$ cat src/rtl/bist_pkg.sv
// Shared types and constants for the BIST fail logger slice.
// Latency: n/a (package only).
// Backpressure: n/a.
// Contents: FSM state encoding, log entry width helper, status bit positions.
package bist_pkg;

    // FSM encoding is visible on state_o, so the values are fixed.
    typedef enum logic [1:0] {
        ST_IDLE     = 2'b00,
        ST_LOGGING  = 2'b01,
        ST_COMPLETE = 2'b10
    } bist_state_t;

    // Bit positions of pass/fail status in the top-level uo_out packing.
    localparam int STATUS_PASS_BIT = 0;
    localparam int STATUS_FAIL_BIT = 1;

    // A log entry is {address, syndrome}.
    function automatic int log_entry_width(input int addr_w, input int data_w);
        return addr_w + data_w;
    endfunction

endpackage

$ cat src/rtl/bist_fail_logger_if.sv
// Compare stream from the BIST engine plus the valid/ready log read port.
// Latency: n/a (signal bundle only).
// Backpressure: compare stream has none; read port is valid/ready.
// Modports: master = BIST engine / tester side, slave = fail logger.
interface bist_fail_logger_if #(
    parameter int ADDR_WIDTH = 4,
    parameter int DATA_WIDTH = 8
);
    logic                  cmp_valid;
    logic [ADDR_WIDTH-1:0] cmp_addr;
    logic [DATA_WIDTH-1:0] cmp_exp;
    logic [DATA_WIDTH-1:0] cmp_act;
    logic                  rd_valid;
    logic                  rd_ready;
    logic [ADDR_WIDTH-1:0] rd_addr;
    logic [DATA_WIDTH-1:0] rd_syndrome;

    modport master (
        output cmp_valid, cmp_addr, cmp_exp, cmp_act, rd_ready,
        input  rd_valid, rd_addr, rd_syndrome
    );

    modport slave (
        input  cmp_valid, cmp_addr, cmp_exp, cmp_act, rd_ready,
        output rd_valid, rd_addr, rd_syndrome
    );
endinterface

$ cat src/rtl/bist_log_fifo.sv
// Small synchronous FIFO holding failure log entries.
// Latency: push visible at dout one cycle later; dout is combinational from head.
// Backpressure: push ignored when full unless popping same cycle; clr wins over push/pop.
// Ports: clk, rst_n, push, pop, clr, din, dout (0 when empty), empty, full.
module bist_log_fifo #(
    parameter int WIDTH = 12,
    parameter int DEPTH = 4
) (
    input  logic             clk,
    input  logic             rst_n,
    input  logic             push,
    input  logic             pop,
    input  logic             clr,
    input  logic [WIDTH-1:0] din,
    output logic [WIDTH-1:0] dout,
    output logic             empty,
    output logic             full
);
    localparam int AW = $clog2(DEPTH);

    // Extra MSB distinguishes full from empty when the index bits match.
    logic [AW:0]      r_wr_ptr;
    logic [AW:0]      r_rd_ptr;
    logic [WIDTH-1:0] r_mem [DEPTH];
    logic             w_do_push;
    logic             w_do_pop;

    assign empty = (r_wr_ptr == r_rd_ptr);
    assign full  = (r_wr_ptr[AW] != r_rd_ptr[AW]) &&
                   (r_wr_ptr[AW-1:0] == r_rd_ptr[AW-1:0]);

    // Full + pop frees the head slot this cycle, so the push may proceed.
    assign w_do_pop  = pop && !empty && !clr;
    assign w_do_push = push && (!full || w_do_pop) && !clr;

    assign dout = empty ? '0 : r_mem[r_rd_ptr[AW-1:0]];

    always_ff @(posedge clk or negedge rst_n) begin
        if (!rst_n) begin
            r_wr_ptr <= '0;
            r_rd_ptr <= '0;
        end else if (clr) begin
            r_wr_ptr <= '0;
            r_rd_ptr <= '0;
        end else begin
            if (w_do_push) r_wr_ptr <= r_wr_ptr + 1'b1;
            if (w_do_pop)  r_rd_ptr <= r_rd_ptr + 1'b1;
        end
    end

    always_ff @(posedge clk) begin
        if (w_do_push) r_mem[r_wr_ptr[AW-1:0]] <= din;
    end

endmodule

$ cat src/rtl/bist_fail_logger.sv
// Logs the first LOG_DEPTH failing BIST compares and counts all failures.
// Latency: failing beat at cycle N -> rd_valid / fail_count update at N+1.
// Backpressure: compare stream never stalls; entries are dropped (overflow) when the log is full.
// Ports: clk, rst_n, bist_start, bist_done, bus (compare + read port), fail_count, overflow, state_o, pass.
module bist_fail_logger
    import bist_pkg::*;
#(
    parameter int ADDR_WIDTH = 4,
    parameter int DATA_WIDTH = 8,
    parameter int LOG_DEPTH  = 4,
    parameter int CNT_WIDTH  = 5
) (
    input  logic                 clk,
    input  logic                 rst_n,
    input  logic                 bist_start,
    input  logic                 bist_done,
    bist_fail_logger_if.slave    bus,
    output logic [CNT_WIDTH-1:0] fail_count,
    output logic                 overflow,
    output logic [1:0]           state_o,
    output logic                 pass
);
    localparam int                   EW      = log_entry_width(ADDR_WIDTH, DATA_WIDTH);
    localparam logic [CNT_WIDTH-1:0] CNT_MAX = '1;

    bist_state_t          r_state;
    logic [CNT_WIDTH-1:0] r_cnt;
    logic                 r_ovf;
    logic                 r_pass;

    logic                 w_fail;
    logic                 w_pop;
    logic                 w_push;
    logic                 w_empty;
    logic                 w_full;
    logic [EW-1:0]        w_din;
    logic [EW-1:0]        w_dout;
    logic [CNT_WIDTH-1:0] w_cnt_nxt;

    // bist_start masks everything else in its cycle, including compares.
    assign w_fail = (r_state == ST_LOGGING) && bus.cmp_valid &&
                    (bus.cmp_exp != bus.cmp_act) && !bist_start;
    assign w_pop  = !w_empty && bus.rd_ready;
    assign w_push = w_fail && (!w_full || w_pop);
    assign w_din  = {bus.cmp_addr, bus.cmp_exp ^ bus.cmp_act};

    assign w_cnt_nxt = (w_fail && (r_cnt != CNT_MAX)) ? r_cnt + 1'b1 : r_cnt;

    bist_log_fifo #(
        .WIDTH (EW),
        .DEPTH (LOG_DEPTH)
    ) u_log_fifo (
        .clk   (clk),
        .rst_n (rst_n),
        .push  (w_push),
        .pop   (w_pop),
        .clr   (bist_start),
        .din   (w_din),
        .dout  (w_dout),
        .empty (w_empty),
        .full  (w_full)
    );

    always_ff @(posedge clk or negedge rst_n) begin
        if (!rst_n) begin
            r_state <= ST_IDLE;
            r_cnt   <= '0;
            r_ovf   <= 1'b0;
            r_pass  <= 1'b0;
        end else if (bist_start) begin
            r_state <= ST_LOGGING;
            r_cnt   <= '0;
            r_ovf   <= 1'b0;
            r_pass  <= 1'b0;
        end else begin
            case (r_state)
                ST_IDLE: begin
                    r_pass <= 1'b0;
                end
                ST_LOGGING: begin
                    r_cnt <= w_cnt_nxt;
                    if (w_fail && w_full && !w_pop) r_ovf <= 1'b1;
                    // A beat arriving with bist_done still counts toward pass.
                    if (bist_done) begin
                        r_state <= ST_COMPLETE;
                        r_pass  <= (w_cnt_nxt == '0);
                    end
                end
                ST_COMPLETE: begin
                    r_pass <= (r_cnt == '0);
                end
                default: begin
                    r_state <= ST_IDLE;
                    r_pass  <= 1'b0;
                end
            endcase
        end
    end

    assign bus.rd_valid    = !w_empty;
    assign bus.rd_addr     = w_dout[EW-1:DATA_WIDTH];
    assign bus.rd_syndrome = w_dout[DATA_WIDTH-1:0];
    assign fail_count      = r_cnt;
    assign overflow        = r_ovf;
    assign state_o         = r_state;
    assign pass            = r_pass;

endmodule

$ cat src/flat_wrapper.sv
// flat-port wrapper written by rule: the top's interface ports become plain ports
module bist_fail_logger_flat import bist_pkg::*;
#(
    parameter int ADDR_WIDTH = 4,
    parameter int DATA_WIDTH = 8,
    parameter int LOG_DEPTH  = 4,
    parameter int CNT_WIDTH  = 5
)
  (clk, rst_n, bist_start, bist_done, fail_count, overflow, state_o, pass, bus_cmp_valid, bus_cmp_addr, bus_cmp_exp, bus_cmp_act, bus_rd_ready, bus_rd_valid, bus_rd_addr, bus_rd_syndrome);
  bist_fail_logger_if #(.ADDR_WIDTH(ADDR_WIDTH), .DATA_WIDTH(DATA_WIDTH)) bus_i ();
  input  logic clk;
  input  logic rst_n;
  input  logic bist_start;
  input  logic bist_done;
  output logic [CNT_WIDTH-1:0] fail_count;
  output logic overflow;
  output logic [1:0] state_o;
  output logic pass;
  input wire logic [$bits(bus_i.cmp_valid)-1:0] bus_cmp_valid;
  input wire logic [$bits(bus_i.cmp_addr)-1:0] bus_cmp_addr;
  input wire logic [$bits(bus_i.cmp_exp)-1:0] bus_cmp_exp;
  input wire logic [$bits(bus_i.cmp_act)-1:0] bus_cmp_act;
  input wire logic [$bits(bus_i.rd_ready)-1:0] bus_rd_ready;
  output wire logic [$bits(bus_i.rd_valid)-1:0] bus_rd_valid;
  output wire logic [$bits(bus_i.rd_addr)-1:0] bus_rd_addr;
  output wire logic [$bits(bus_i.rd_syndrome)-1:0] bus_rd_syndrome;
  assign bus_i.cmp_valid = bus_cmp_valid;
  assign bus_i.cmp_addr = bus_cmp_addr;
  assign bus_i.cmp_exp = bus_cmp_exp;
  assign bus_i.cmp_act = bus_cmp_act;
  assign bus_i.rd_ready = bus_rd_ready;
  assign bus_rd_valid = bus_i.rd_valid;
  assign bus_rd_addr = bus_i.rd_addr;
  assign bus_rd_syndrome = bus_i.rd_syndrome;
  bist_fail_logger #(.ADDR_WIDTH(ADDR_WIDTH), .DATA_WIDTH(DATA_WIDTH), .LOG_DEPTH(LOG_DEPTH), .CNT_WIDTH(CNT_WIDTH)) u_core (.clk(clk), .rst_n(rst_n), .bist_start(bist_start), .bist_done(bist_done), .bus(bus_i), .fail_count(fail_count), .overflow(overflow), .state_o(state_o), .pass(pass));
endmodule
$ cat config.mk
export PLATFORM = sky130hd
export DESIGN_NAME = bist_fail_logger_flat
export DESIGN_NICKNAME = d
export VERILOG_FILES = /design/src/rtl/bist_pkg.sv /design/src/rtl/bist_fail_logger_if.sv /design/src/rtl/bist_log_fifo.sv /design/src/rtl/bist_fail_logger.sv /design/src/flat_wrapper.sv
export SDC_FILE = /design/constraint.sdc
export NUM_CORES = 1
export LEC_CHECK = 0
export ABC_AREA = 1
export ABC_CLOCK_PERIOD_IN_PS = 2000
export CAP_MARGIN = 20
export CORE_ASPECT_RATIO = 1.75
export CORE_UTILIZATION = 40
export CTS_CLUSTER_DIAMETER = 40
export DETAILED_ROUTE_END_ITERATION = 10
export PLACE_DENSITY = 0.76
export SYNTH_ARGS = -nofsm -noshare
export SYNTH_HDL_FRONTEND = slang
export SYNTH_SLANG_ARGS = --single-unit
export TNS_END_PERCENT = 1
$ cat constraint.sdc
create_clock -name clk -period 2 [get_ports clk]
set_input_delay 0.4 -clock clk [delete_from_list [all_inputs] [get_ports clk]]
set_output_delay 0.4 -clock clk [all_outputs]
set_load 0.03 [all_outputs]
==> qor.yml <==
outcome:
  failed_checks: "negative setup slack"
  status: "complete, but fails checks"
grt:
  grt_usage: 0.186
  grt_overflow_total: 0
  grt_pass1_vias: 2397
  antenna_found_initial: 0
  grt_pass1_wl_mm: 10.8
  grt_start_max_net_pins: 28
die:
  die_h_um: 119
  ioPinCount: 48
  die_width_um: 68.7
  dieArea_sq_mm: 0.00816
  start_util: 0.412
  core.rowCount: 42
  core_area_sq_mm: 0.00757
timing:
  worst_pin_slew_ns: 0.331
  rsz0062_at_grt: "true"
  final_max_slew_viol_count: 0
  period_share: 1.02
  fin_setup_tns_ns: -0.128
  max_freq_ghz: 0.490
  setup_violations: 11
  setup_ws_ns: -0.0389
  hold_violations: 0
  hold_ws_ns: 0.386
  finalCriticalPeriod_ns: 2.04
  maxSlewHeadroom: 0.779
  skew_ns: 0.00847
hold_path:
  hold_path_class: "in -> async"
worst_setup_path:
  r2r_setup_slack_ns: 0.13
  worstPathArrival_ns: 1.64
  r2r_end: "u_core.pass"
  reg2reg_from: "u_core.state_o[1]"
  crit_start: "u_core.u_log_fifo.r_rd_ptr[0]"
  path_max_fanout: 25
  cp_slowest_cell: "dfrtp_1"
  r2r.worst_path.cells: 13
  setup.worst_path.start_class: "flip-flop"
  path_cells: "inv_1 > buf_12 > nor2_1 > o32ai_2 > nand2_1 > inv_1 > buf_4"
  crit_top_cell: "inv_1"
  worstPathBufferInverterCount: 4
  criticalPathCategory: "reg -> out"
  critPathRequiredTime_ns: 1.60
  worst_setup_path_end_kind: "primary output"
  crit_family: "buffers and inverters"
  cp_slowest_stage_delay_ns: 0.40
synthesis:
  yosysUniqueCellTypes: 28
  ys_warn_count: 0
  yosysTopAreaCell: "edfxtp_1"
  synth_ff_type: "edfxtp_1"
  async_flop_share: 0.238
  synth_area_sq_mm: 0.00311
  avgSynthCellArea_sq_um: 9.79
  yosysSeqAreaShare: 0.583
  synth_edf_count: 48
  synth_top_area_frac: 0.463
  ys_top_cells_by_area: "edfxtp_1 (46%), dfrtp_1 (12%), nand2_1 (7.7%), inv_1 (6.5%), nor2_1 (5.8%)"
  synth_cells: 318
  syn_nets: 355
  synth_seq_cells: 63
placement:
  io_buffers: 47
  dp_hpwl_mm: 4.61
  place.gp.congestion: 0.789
  placed_cell_area_sq_mm: 0.00391
finish:
  final_common_cell: "nand2_1"
  final_nets: 429
  fill_cells: 654
  final_layout_size_suffix_gt1_frac: 0.203
  final_area_sq_mm: 0.00425
  final_cell_mix: "nand2_1 (63), inv_1 (51), edfxtp_1 (48)"
  diodes: 0
  area_delta_synth_final_pct: 36.3
drt:
  routedWlPerCell_um: 13.7
  ant_nets: 0
  drt_wl_total_mm: 6.60
  drt_iter0_drc: 80
  remaining_drc_errors: 0
  viasPerCell: 4.87
  firstDrtPassIters: 5
  vias: 2354
power:
  ir_drop_mv: 0.498
  powerDensity_mw_per_mm2: 922
  p_leak_nw: 1.87
clocking:
  cts_setup_buffers: 0
  htree_levels: 3
  cts_sinks: 63
  path_clk_slew_ns: 0.05
  cts_tree: "yes"
  cts_root_buf: "clkbuf_16"
  numCtsBuffers: 9
  clk_path_buf_depth: 2
  clkLatencyLatePin_ns: 0.33
job:
  max_cap_viol_count: 0
[worst max-delay path by stage]
stage | to | cells past startpoint
after floorplan | u_core.u_log_fifo.r_mem[0][0] | 7
after global placement | u_core.u_log_fifo.r_mem[0][1] | 11
after detailed placement | u_core.u_log_fifo.r_mem[2][8] | 11
after CTS | bus_rd_syndrome[5] | 7
after global routing | bus_rd_addr[0] | 7
final | bus_rd_syndrome[5] | 7
[synthesized netlist by cell type, types with 2 or more instances]
master and instances:
o21ai_0 19, buf_6 2, buf_2 4, nand2_4 2, nand4_1 4, dfrtp_1 15
edfxtp_1 48, clkbuf_1 4, nor2_1 48, nand2_2 2, o32ai_1 12, inv_1 54
ha_1 11, nor2_2 2, xnor2_1 4, a21oi_1 5, nand2_1 64, nand3_1 8
[registers in the layout, indices dropped and copies added, names as in the netlist]
name                        flops
u_core.u_log_fifo.r_rd_ptr      3
u_core.fail_count               5
u_core.overflow                 1
u_core.pass                     1
u_core.state_o                  2
u_core.u_log_fifo.r_wr_ptr      3
u_core.u_log_fifo.r_mem        48
[where the power goes]
part / internal (W) / switching (W) / total [W] / leakage, nW
logic: 0.000480 / 0.000635 / 0.00112 / 1.11
clock network: 0.000810 / 0.000491 / 0.00130 / 0.120
registers: 0.00146 / 0.0000340 / 0.00150 / 0.633
total: 0.00275 / 0.00116 / 0.00391 / 1.87
[worst register-to-register path, cell delays in order (launching register included)]
cell     delay, ns
dfrtp_1       0.40
inv_1         0.09
ha_1          0.23
nand2_4       0.09
nor2_8        0.12
buf_4         0.14
nand3_2       0.14
nand2_1       0.12
nand2_1       0.06
nor2_1        0.15
nand3_1       0.10
nand2_1       0.06
nand2_1       0.05
nand2_1       0.05
[through the flow]
step / util / std cells / total power, W / setup slack (ns)
5_1_grt: 0.561 / 483 / 0.00409 / -0.117
4_1_cts: 0.555 / 483 / 0.00391 / -0.0616
6_report: 0.561 / 483 / 0.00391 / -0.0389
2_1_floorplan: - / 318 / 0.00212 / -0.0108
3_5_place_dp: 0.516 / 469 / 0.00256 / -0.156
3_3_place_gp: 0.516 / 469 / 0.00254 / -0.112
[area by class of cell]
type                            count  area [sq um]  area share
Timing Repair Buffer               73           744       0.175
Inverter                           55           206      0.0486
Clock inverter                      3          12.5     0.00295
Tap cell                           88           110      0.0259
Multi-Input combinational cell    190          1120       0.264
Sequential cell                    63          1820       0.429
Clock buffer                       11           233      0.0548
[timing repair]
action                                 4_1_cts  5_1_grt
hold buffers                                 0        0
setup endpoints to repair                   13       14
pin swaps                                    0        1
cloned                                       0        0
endpoints found under the hold margin        0        0
gates resized for setup                      9       10
[cells by family (layout without fill, tap and decap cells)]
group | count (synthesis) | after routing | synth area share
and+or+nand+nor | 134 | 134 | 0.187
buffers and inverters | 65 | 142 | 0.0848
DFF | 63 | 63 | 0.583
AOI/OAI and AO/OA | 40 | 40 | 0.0864
adders and majority gates | 11 | 11 | 0.0442
xor gates and xnor gates | 5 | 5 | 0.0141
[layer usage]
metal,track usage,wire [um],up-vias
li1,-,-,1182
met2,0.342,3780,54
met4,0.0982,233,0
met3,0.0347,219,18
met1,0.184,2370,1100
met5,0,0,-
Note: power is estimated with default switching activity, not from simulation.
